===== config.mk =====
export PLATFORM = sky130hd
export DESIGN_NAME = axi_rd_arbiter
export DESIGN_NICKNAME = d
export VERILOG_FILES = /design/src/rtl/axi_rd_arbiter.sv
export SDC_FILE = /design/constraint.sdc
export NUM_CORES = 1
export LEC_CHECK = 0
export CORE_AREA = 5 5 89 91
export DETAILED_ROUTE_END_ITERATION = 6
export DIE_AREA = 0 0 94 96
export GPL_TIMING_DRIVEN = 0
export PLACE_DENSITY = 0.84
export SLEW_MARGIN = 20
export SYNTH_ARGS = -nofsm -noshare
export SYNTH_HDL_FRONTEND = slang
export SYNTH_SLANG_ARGS = --single-unit

===== constraint.sdc =====
create_clock -name clk -period 8.5 [get_ports clk]
set_input_delay 2.125 -clock clk [delete_from_list [all_inputs] [get_ports clk]]
set_output_delay 2.125 -clock clk [all_outputs]
set_load 0.01 [all_outputs]

===== src/rtl/axi_rd_arbiter.sv =====
// Two-master AXI read arbiter: round-robin AR grant, in-order owner FIFO for R routing.
// Define RD_ARB_FIXED_PRIORITY_EN to make master 0 win every tie instead of round-robin.
module axi_rd_arbiter #(
  parameter int ADDR_BITS       = 16,
  parameter int BURST_LEN_WIDTH = 8,
  parameter int TID_WIDTH       = 8,
  parameter int DATA_WIDTH      = 8,
  parameter int LOG_OUTSTANDING = 3
) (
  input  logic                       clk,
  input  logic                       rst,
  // master 0 AR
  input  logic                       s0_ar_valid,
  output logic                       s0_ar_ready,
  input  logic [ADDR_BITS-1:0]       s0_ar_addr,
  input  logic [BURST_LEN_WIDTH-1:0] s0_ar_len,
  input  logic [TID_WIDTH-1:0]       s0_ar_id,
  // master 1 AR
  input  logic                       s1_ar_valid,
  output logic                       s1_ar_ready,
  input  logic [ADDR_BITS-1:0]       s1_ar_addr,
  input  logic [BURST_LEN_WIDTH-1:0] s1_ar_len,
  input  logic [TID_WIDTH-1:0]       s1_ar_id,
  // DRAM AR
  output logic                       m_ar_valid,
  input  logic                       m_ar_ready,
  output logic [ADDR_BITS-1:0]       m_ar_addr,
  output logic [BURST_LEN_WIDTH-1:0] m_ar_len,
  output logic [TID_WIDTH-1:0]       m_ar_id,
  // DRAM R
  input  logic                       m_r_valid,
  output logic                       m_r_ready,
  input  logic [DATA_WIDTH-1:0]      m_r_data,
  input  logic [TID_WIDTH-1:0]       m_r_id,
  input  logic                       m_r_last,
  // master 0 R
  output logic                       s0_r_valid,
  input  logic                       s0_r_ready,
  output logic [DATA_WIDTH-1:0]      s0_r_data,
  output logic [TID_WIDTH-1:0]       s0_r_id,
  output logic                       s0_r_last,
  // master 1 R
  output logic                       s1_r_valid,
  input  logic                       s1_r_ready,
  output logic [DATA_WIDTH-1:0]      s1_r_data,
  output logic [TID_WIDTH-1:0]       s1_r_id,
  output logic                       s1_r_last,
  // status
  output logic [LOG_OUTSTANDING:0]   outstanding,
  output logic                       err_orphan_r
);

  localparam int D = 1 << LOG_OUTSTANDING;
  localparam logic [LOG_OUTSTANDING:0] FULL_CNT = (LOG_OUTSTANDING+1)'(D);

  localparam logic ST_IDLE  = 1'b0;
  localparam logic ST_ISSUE = 1'b1;

  logic                       r_state;
  logic                       r_last_grant;
  logic                       r_owner;
  logic [ADDR_BITS-1:0]       r_m_ar_addr;
  logic [BURST_LEN_WIDTH-1:0] r_m_ar_len;
  logic [TID_WIDTH-1:0]       r_m_ar_id;
  logic [D-1:0]               r_fifo;
  logic [LOG_OUTSTANDING-1:0] r_wptr;
  logic [LOG_OUTSTANDING-1:0] r_rptr;
  logic [LOG_OUTSTANDING:0]   r_count;
  logic                       r_err;

  logic w_tie_win;
  logic w_win;
  logic w_grant;
  logic w_push;
  logic w_pop;
  logic w_empty;
  logic w_head;

`ifdef RD_ARB_FIXED_PRIORITY_EN
  assign w_tie_win = 1'b0;
`else
  assign w_tie_win = ~r_last_grant;
`endif

  // Winner index: 1 means master 1. A lone requester always wins.
  assign w_win   = (s0_ar_valid & s1_ar_valid) ? w_tie_win : s1_ar_valid;
  assign w_grant = (r_state == ST_IDLE) && (r_count < FULL_CNT)
                   && (s0_ar_valid || s1_ar_valid);

  assign s0_ar_ready = w_grant & ~w_win;
  assign s1_ar_ready = w_grant &  w_win;

  assign m_ar_valid = (r_state == ST_ISSUE);
  assign m_ar_addr  = r_m_ar_addr;
  assign m_ar_len   = r_m_ar_len;
  assign m_ar_id    = r_m_ar_id;

  assign w_push  = (r_state == ST_ISSUE) & m_ar_ready;
  assign w_empty = (r_count == '0);
  assign w_head  = r_fifo[r_rptr];

  // R routing follows the oldest outstanding burst; DRAM returns bursts in issue order.
  assign s0_r_valid = ~w_empty & ~w_head & m_r_valid;
  assign s1_r_valid = ~w_empty &  w_head & m_r_valid;
  assign m_r_ready  = ~w_empty & (w_head ? s1_r_ready : s0_r_ready);
  assign w_pop      = m_r_valid & m_r_ready & m_r_last;

  assign s0_r_data = m_r_data;
  assign s0_r_id   = m_r_id;
  assign s0_r_last = m_r_last;
  assign s1_r_data = m_r_data;
  assign s1_r_id   = m_r_id;
  assign s1_r_last = m_r_last;

  assign outstanding  = r_count;
  assign err_orphan_r = r_err;

  always_ff @(posedge clk) begin
    if (rst) begin
      r_state      <= ST_IDLE;
      r_last_grant <= 1'b1;
      r_owner      <= 1'b0;
      r_m_ar_addr  <= '0;
      r_m_ar_len   <= '0;
      r_m_ar_id    <= '0;
    end else begin
      case (r_state)
        ST_IDLE: if (w_grant) begin
          r_state      <= ST_ISSUE;
          r_last_grant <= w_win;
          r_owner      <= w_win;
          r_m_ar_addr  <= w_win ? s1_ar_addr : s0_ar_addr;
          r_m_ar_len   <= w_win ? s1_ar_len  : s0_ar_len;
          r_m_ar_id    <= w_win ? s1_ar_id   : s0_ar_id;
        end
        ST_ISSUE: if (m_ar_ready) r_state <= ST_IDLE;
        default: r_state <= ST_IDLE;
      endcase
    end
  end

  // Owner-order FIFO; storage needs no reset since occupancy gates every read.
  always_ff @(posedge clk) begin
    if (w_push) r_fifo[r_wptr] <= r_owner;
  end

  always_ff @(posedge clk) begin
    if (rst) begin
      r_wptr  <= '0;
      r_rptr  <= '0;
      r_count <= '0;
      r_err   <= 1'b0;
    end else begin
      if (w_push) r_wptr <= r_wptr + 1'b1;
      if (w_pop)  r_rptr <= r_rptr + 1'b1;
      case ({w_push, w_pop})
        2'b10:   r_count <= r_count + 1'b1;
        2'b01:   r_count <= r_count - 1'b1;
        default: r_count <= r_count;
      endcase
      if (m_r_valid && w_empty) r_err <= 1'b1;
    end
  end

endmodule


Yosys cells after proc, flatten, opt, wreduce, memory -nomap -nowiden
Cells that the tools add are included.
Operators by class
  add/sub/neg operators: 4
  equality and inequality tests: 2
  reductions and logical operators: 8
  order comparisons: 4
  multiplexer cells: 14
  bitwise gates (word level): 16
Operators by type and width (count)
  16-bit 2-to-1 mux: 1
  8-bit 2-to-1 mux: 2
  1-bit AND: 11
  8-bit bitwise mux: 1
  3-bit by 4-bit less-than comparator with 1-bit output, second input constant: 2
  4-bit one-hot mux with 2 select lines: 1
  3-bit by 1-bit adder with 3-bit output, second input constant: 2
  1-bit 2-to-1 mux: 6
  1-bit NOT: 5
  4-bit by 1-bit adder with 4-bit output, second input constant: 1
  1-bit logical AND: 4
  4-bit logical NOT: 1
  4-bit less-than comparator, second input constant: 1
  4-bit by 1-bit subtractor with 4-bit output, second input constant: 1
  1-bit binary-select mux with 3-bit select: 1
  1-bit demux with 3-bit select: 1
  3-bit by 1-bit >= comparator with 1-bit output, second input constant: 1
  2-bit by 1-bit == test with 1-bit output, second input constant: 1
  2-bit == test, second input constant: 1
  1-bit one-hot mux with 2 select lines: 1
  2-bit AND reduction: 1
  2-bit nonzero test: 1
  1-bit logical OR: 1
Word-level totals
  output and inout port bits: 77
  logic and storage cells: 59
  input bits: 89
  register bits: 54

Logic depth before layout (Yosys ltp)
Gate-level depths: netlist of the first run.
  depth after elaboration: 8
  mapped depth: 10
  depth with buffers taken out: 10

Worst setup path after synthesis of the first run
No wires, ideal clock.
  path kind: input -> output
  from: input port s1_ar_valid
  to: output port s0_ar_ready
  buffers on the path: 2
  setup slack: 3.475 ns
  stages: 4
  data required time: 6.375 ns
  data arrival time: 2.900 ns
  cells stage by stage: a21boi_1 -> clkbuf_1 -> buf_2 -> nor2_1
Between the ends
  longest elaborated chain between the ends: 4
  elaborated cells between the ends (all ways): 6
  those cells by class: 1 x mux; 3 x bitwise; 2 x reduce/logical
Ends and longest elaborated chain
  start: declaration: RTL line 19  | input logic s1_ar_valid,
  1-bit AND: RTL line 86  | assign w_win = (s0_ar_valid & s1_ar_valid) ? w_tie_win : s1_ar_valid;
  1-bit 2-to-1 mux: RTL line 86
  1-bit NOT: RTL line 90  | assign s0_ar_ready = w_grant & ~w_win;
  1-bit AND *: RTL line 90
  end: declaration: RTL line 14  | output logic s0_ar_ready,
Every way passes the cells marked *; elsewhere a longest branch is shown, timed or not.

Final worst setup path of the first run
Same ends and word-level chain as after synthesis.

==> reports/metrics.yaml, run 1 <==
outcome: "finished, final reports clean"
cts-buffers-inserted: 5
synth.cell_area_um2: 2710
relSlewSlack_pct: 67.7
path_delay_family: "buffers and inverters"
r2r_cells: 10
skew_ns: 0.00864
drv_cap: 0
vias: 2535
synth_top_area_cell: "dfxtp_1"
synth_cells: 278
die_area_um2: 9020
synth_warnings: 0
start_util_pct: 38.4
post_cts_buffers: 0
fin_crit_ns: 6.22
cp_slowest_cell: "clkdlybuf4s50_1"
setup.worst_path.class: "in -> out"
crit_path_start: "s1_ar_valid"
rsz0062_at_grt: "no"
synth-seq-cells: 54
path_depth: 6
dp_cells: 526
powerDensity_nw_per_um2: 141
grt_pass1_vias: 2560
cp_max_fo: 10
finalPower_uw: 622
layout.cells.non_filler: 534
core-area_um2: 7060
drv_slew: 0
setup_viol: 0
cts_hold_repair.buffers: 0
diodes: 0
firstDrtPassIters: 4
cp.buffers_inverters: 4
r2r_start: "r_rptr[0]"
dieWidth_um: 94
numClockSinks: 54
timing.rr.end: "outstanding[3]"
leakagePower_nw: 1.71
vias_per_cell: 4.75
clockBufferDepth: 2
hold_path_class: "reg -> reg"
drc: 0
area.growth.synth_to_final_pct: 62.7
dieHeight_um: 96
grtUsageTotal_pct: 16.7
crit_arrival_ns: 4.09
syn_nets: 373
layout.nets: 529
clk_pin_slew_worst_paths_ns: 0.10
avgSynthCellArea_um2: 9.76
gp_congestion: 0.782
ir_drop_uv: 66.7
grt_first_pass_wirelength_um: 12000
synth-edff-count: 8
hold_slack_ns: 0.480
layout-drive-gt1-share_pct: 10.8
htreeDepth: 2
grt_max_degree: 17
synth_seq_area_share_pct: 42.8
io_pins: 166
grt_antenna_before_repair: 0
cp-start-kind: "primary input"
cp_cell_sequence: "clkdlybuf4s50_1 -> a21boi_1 -> clkbuf_1 -> buf_2 -> nor2_1 -> clkdlybuf4s50_1"
placementRows: 31
synthArstFlopShare_pct: 0
rrSetupSlack_ns: 5.27
fin_setup_tns_ns: 0
most-common-layout-cells: "149 x clkdlybuf4s50_1, 50 x nor2_1, 46 x dfxtp_1"
max_freq_ghz: 0.161
yosysUniqueCellTypes: 34
port_buffers: 149
cp-end-kind: "output pin"
dp_hpwl_um: 6260
cp.required_ns: 6.38
endpoint: "s0_ar_ready"
finalHoldViolCount: 0
layout_commonest_cell: "clkdlybuf4s50_1"
min_period_over_period_pct: 73.2
drt_iter0_drc: 61
synthTopCellsByArea: "dfxtp_1 34%, mux2i_1 13%, buf_4 9.4%"
grt.overflow.total: 0
clk_latency_ns: 0.31
ant_nets: 0
worst_slew_pin_slew_ns: 0.485
cpMostUsedCell: "clkdlybuf4s50_1"
cts_tree: "built"
synth_flop_cell: "dfxtp_1"
synth_top_area_share_pct: 33.9
cts_resized: 0
clockRootBuffer: "clkbuf_8"
post_drt_wl_per_cell_um: 14.2
slowest_delay_ns: 0.52
drt-total-wl_um: 7560
-- kinds of logic after synthesis --
logic type                 count (synthesis)  share of synthesized area [%]
and+or+nand+nor                           72                           11.3
DFF                                       54                           42.8
buffers and inverters                     53                           12.2
AOI/OAI and AO/OA                         49                           12.9
muxes                                     38                           15.8
xor gates and xnor gates                   6                           1.94
adders and majority gates                  6                           3.04
-- metal layers --
layer | wire [µm] | vias to the layer above | track usage, %
met5 | 0 | - | 0
met4 | 116 | 0 | 6.98
met3 | 695 | 10 | 5.71
met2 | 3860 | 117 | 30.8
met1 | 2890 | 1150 | 17.3
li1 | - | 1258 | -
-- cell type report --
type,instances,area [µm²]
buffer,50,319
clock buffer,6,72.6
clock inverter,2,13.8
fill,622,2640
inverter,3,11.3
multi-input combinational,171,1220
sequential,54,1160
tap,99,124
timing repair buffer,149,1490
-- worst min path at each step --
stage,startpoint,end,slack (ns),cells after the start
3_5_place_dp,r_last_grant,r_last_grant,0.46,1
4_1_cts,r_last_grant,r_last_grant,0.48,1
5_1_grt,r_last_grant,r_last_grant,0.51,1
6_report,r_last_grant,r_last_grant,0.48,1
3_3_place_gp,r_last_grant,r_last_grant,0.44,1
2_1_floorplan,r_last_grant,r_last_grant,0.44,1
-- sequential cells by signal (all words and copies together), names as in the netlist --
register	flops
outstanding	4
r_last_grant	1
m_ar_addr	16
r_rptr	3
r_fifo	8
m_ar_valid	1
err_orphan_r	1
m_ar_len	8
r_owner	1
m_ar_id	8
r_wptr	3
-- where the power goes --
part,internal [mW],switching (mW)
Combinational,0.112,0.0743
Clock,0.0584,0.0853
Sequential,0.279,0.0129
-- metrics by stage --
stage	instance area, µm²	worst slack, ns	util (%)
CTS	4420	2.25	62.5
global placement	4330	2.25	61.3
global route	4420	2.16	62.5
finish	4420	2.28	62.5
detailed placement	4330	2.25	61.3
floorplan	2710	3.47	-
-- Yosys cell counts, types with 4 or more instances --
cell type and count:
nor2_1 50, dfxtp_1 46, buf_4 34, mux2i_1 34, a211oi_1 32, a21oi_1 8
clkbuf_1 8, edfxtp_1 8, buf_1 5, ha_1 5, nand3_1 5, nand2b_1 4
nor3_1 4, xor2_1 4
Note: power is estimated with default switching activity, not from simulation.
==> run 2: changes to the inputs <==
Settings changed: CORE_AREA 5 5 89 91 to 5 5 92 94, DIE_AREA 0 0 94 96 to 0 0 97 99, PLACE_DENSITY 0.84 to 0.79.
Clock period 8.5 ns to 6.3 ns, I/O delays scaled along.
==> run 2 against run 1 <==
Net effect: non-clock buffer count unchanged; die area increased by 6.4%; setup slack got worse by 1.1 ns; final cell count increased by 0.56%; flip-flop and latch count unchanged; wire length decreased by 3.6%; hold slack got worse by 0.0026 ns; utilization decreased by 4.2 points; via count decreased by 0.67%; combinational power increased by 34%; critical path type unchanged; highest routed layer unchanged.
==> reports/metrics.yaml, run 2 (synthesized netlist as in run 1, its figures left out) <==
start_util_pct: 35.9  # -2.6 points
diodes: 0  # unchanged
setup_viol: 0  # unchanged
finalHoldViolCount: 0  # unchanged
layout-drive-gt1-share_pct: 10.8  # unchanged
dieWidth_um: 97  # +3.2%
hold_path_class: "reg -> reg"
min_period_over_period_pct: 81.2
wl_met2_um: 3630  # -5.9%
setup_slack_ns: 1.18  # -1.10 ns
drt_iter0_drc: 35  # -43%
drt-total-wl_um: 7290  # -3.6%
numClockSinks: 54  # unchanged
cts-buffers-inserted: 5  # unchanged
largest_reg_flops: 16  # unchanged
dp_hpwl_um: 6020  # -3.7%
ir_drop_uv: 86.6  # +30%
met1_length_um: 2770  # -4.1%
htreeDepth: 2  # unchanged
cts_hold_repair.buffers: 0  # unchanged
grt_max_degree: 17  # unchanged
fill_cells: 667  # +7.2%
powerDensity_nw_per_um2: 187  # +33%
grt_antenna_before_repair: 0  # unchanged
core-area_um2: 7570  # +7.2%
port_buffers: 149  # unchanged
cp.required_ns: 4.72  # -1.66 ns
gp_congestion: 0.814  # +4.1%
clockRootBuffer: "clkbuf_8"
ant_nets: 0  # unchanged
die_area_um2: 9600  # +6.4%
dieHeight_um: 99  # +3.1%
rsz0062_at_grt: "no"
crit_arrival_ns: 3.54  # -0.55 ns
relSlewSlack_pct: 65.5  # -2.1 points
worst_slew_pin_slew_ns: 0.517  # +0.0320 ns
cp-start-kind: "primary input"
drv_slew: 0  # unchanged
clk_pin_slew_worst_paths_ns: 0.09  # about the same
cts_tree: "built"
final_cell_area_um2: 4420  # about the same
post_cts_buffers: 0  # unchanged
grtUsageTotal_pct: 14.6  # -2.1 points
max_freq_ghz: 0.195
drv_cap: 0  # unchanged
io_pins: 166  # unchanged
cp_max_fo: 10  # unchanged
skew_ns: 0.00437  # -0.00427 ns
placementRows: 32  # +3.2%
grt_pass1_vias: 2572  # +0.47%
clk_latency_ns: 0.30  # about the same
cts_resized: 0  # unchanged
cp-end-kind: "output pin"
placed_cell_area_um2: 4330  # about the same
firstDrtPassIters: 4  # unchanged
layout_commonest_cell: "clkdlybuf4s50_1"
vias_per_cell: 4.69  # -1.2%
fin_crit_ns: 5.12
outcome: "finished, final reports clean"
highest_layer: "met4"
drc: 0  # unchanged
setup.worst_path.class: "in -> out"
layout.nets: 529  # unchanged
clockBufferDepth: 2  # unchanged
vias: 2518  # -0.67%
leakagePower_nw: 1.70  # -0.21%
area.growth.synth_to_final_pct: 62.8  # about the same
pre_cts_slack_ns: 1.16  # -1.10 ns
grt_first_pass_wirelength_um: 11800  # -1.6%
post_drt_wl_per_cell_um: 13.6  # -4.1%
grt.overflow.total: 0  # unchanged
wl_met3_um: 824  # +19%
fin_setup_tns_ns: 0  # unchanged
finalPower_uw: 827  # +33%
most-common-layout-cells: "149 x clkdlybuf4s50_1, 50 x nor2_1, 46 x dfxtp_1"
## run 2: changes by cell type in the layout (fill, tap and decap cells not counted)
cell | previous run | this run
clkbuf_1 | 9 | 8
clkinv_1 | 0 | 1
clkinv_4 | 1 | 0
clkinvlp_4 | 0 | 1
## run 2: final cells by class
type | count | area (µm²) | area share [%]
repair buffers | 149 | 1490 | 33.8
multi-input cells | 171 | 1220 | 27.7
flip-flops and latches | 54 | 1160 | 26.3
plain buffers | 50 | 319 | 7.22
well taps | 102 | 128 | 2.89
clock buffers | 5 | 68.8 | 1.56
clock inverters | 3 | 16.3 | 0.368
inverters | 3 | 11.3 | 0.255
## run 2: final timing paths
check,endpoint,cells past startpoint,slack (ns),startpoint
hold reg to reg,r_last_grant,1,0.48,r_last_grant
hold / removal,r_last_grant,1,0.48,r_last_grant
setup / recovery,s0_ar_ready,6,1.18,s1_ar_valid
setup reg to reg,outstanding[3],10,3.12,r_rptr[0]
## run 2: power by group
part           switching [mW]  total [mW]  internal [mW]  leakage (nW)
sequential             0.0171       0.393          0.376         0.455
clock                   0.108       0.184         0.0763        0.0416
combinational          0.0987       0.250          0.152          1.21
total                   0.223       0.827          0.604          1.70
## run 2: critical path: stages
cell,delay [ns]
clkdlybuf4s50_1,0.50
a21boi_1,0.17
clkbuf_1,0.32
buf_2,0.37
nor2_1,0.11
clkdlybuf4s50_1,0.50
## run 2: routing by layer
| metal | vias to the layer above | GRT usage (%) |
|---|---|---|
| li1 | 1259 | - |
| met1 | 1143 | 15.2 |
| met2 | 110 | 26.9 |
| met3 | 6 | 7.01 |
| met4 | 0 | 2.92 |
| met5 | - | 0 |
## run 2: through the flow
step                instances  hold WS [ns]  utilization, %
floorplan                 278         0.436               -
global placement          529         0.445            57.3
detailed placement        529         0.453            57.3
CTS                       537         0.478            58.4
global route              537         0.504            58.4
finish                    537         0.478            58.4
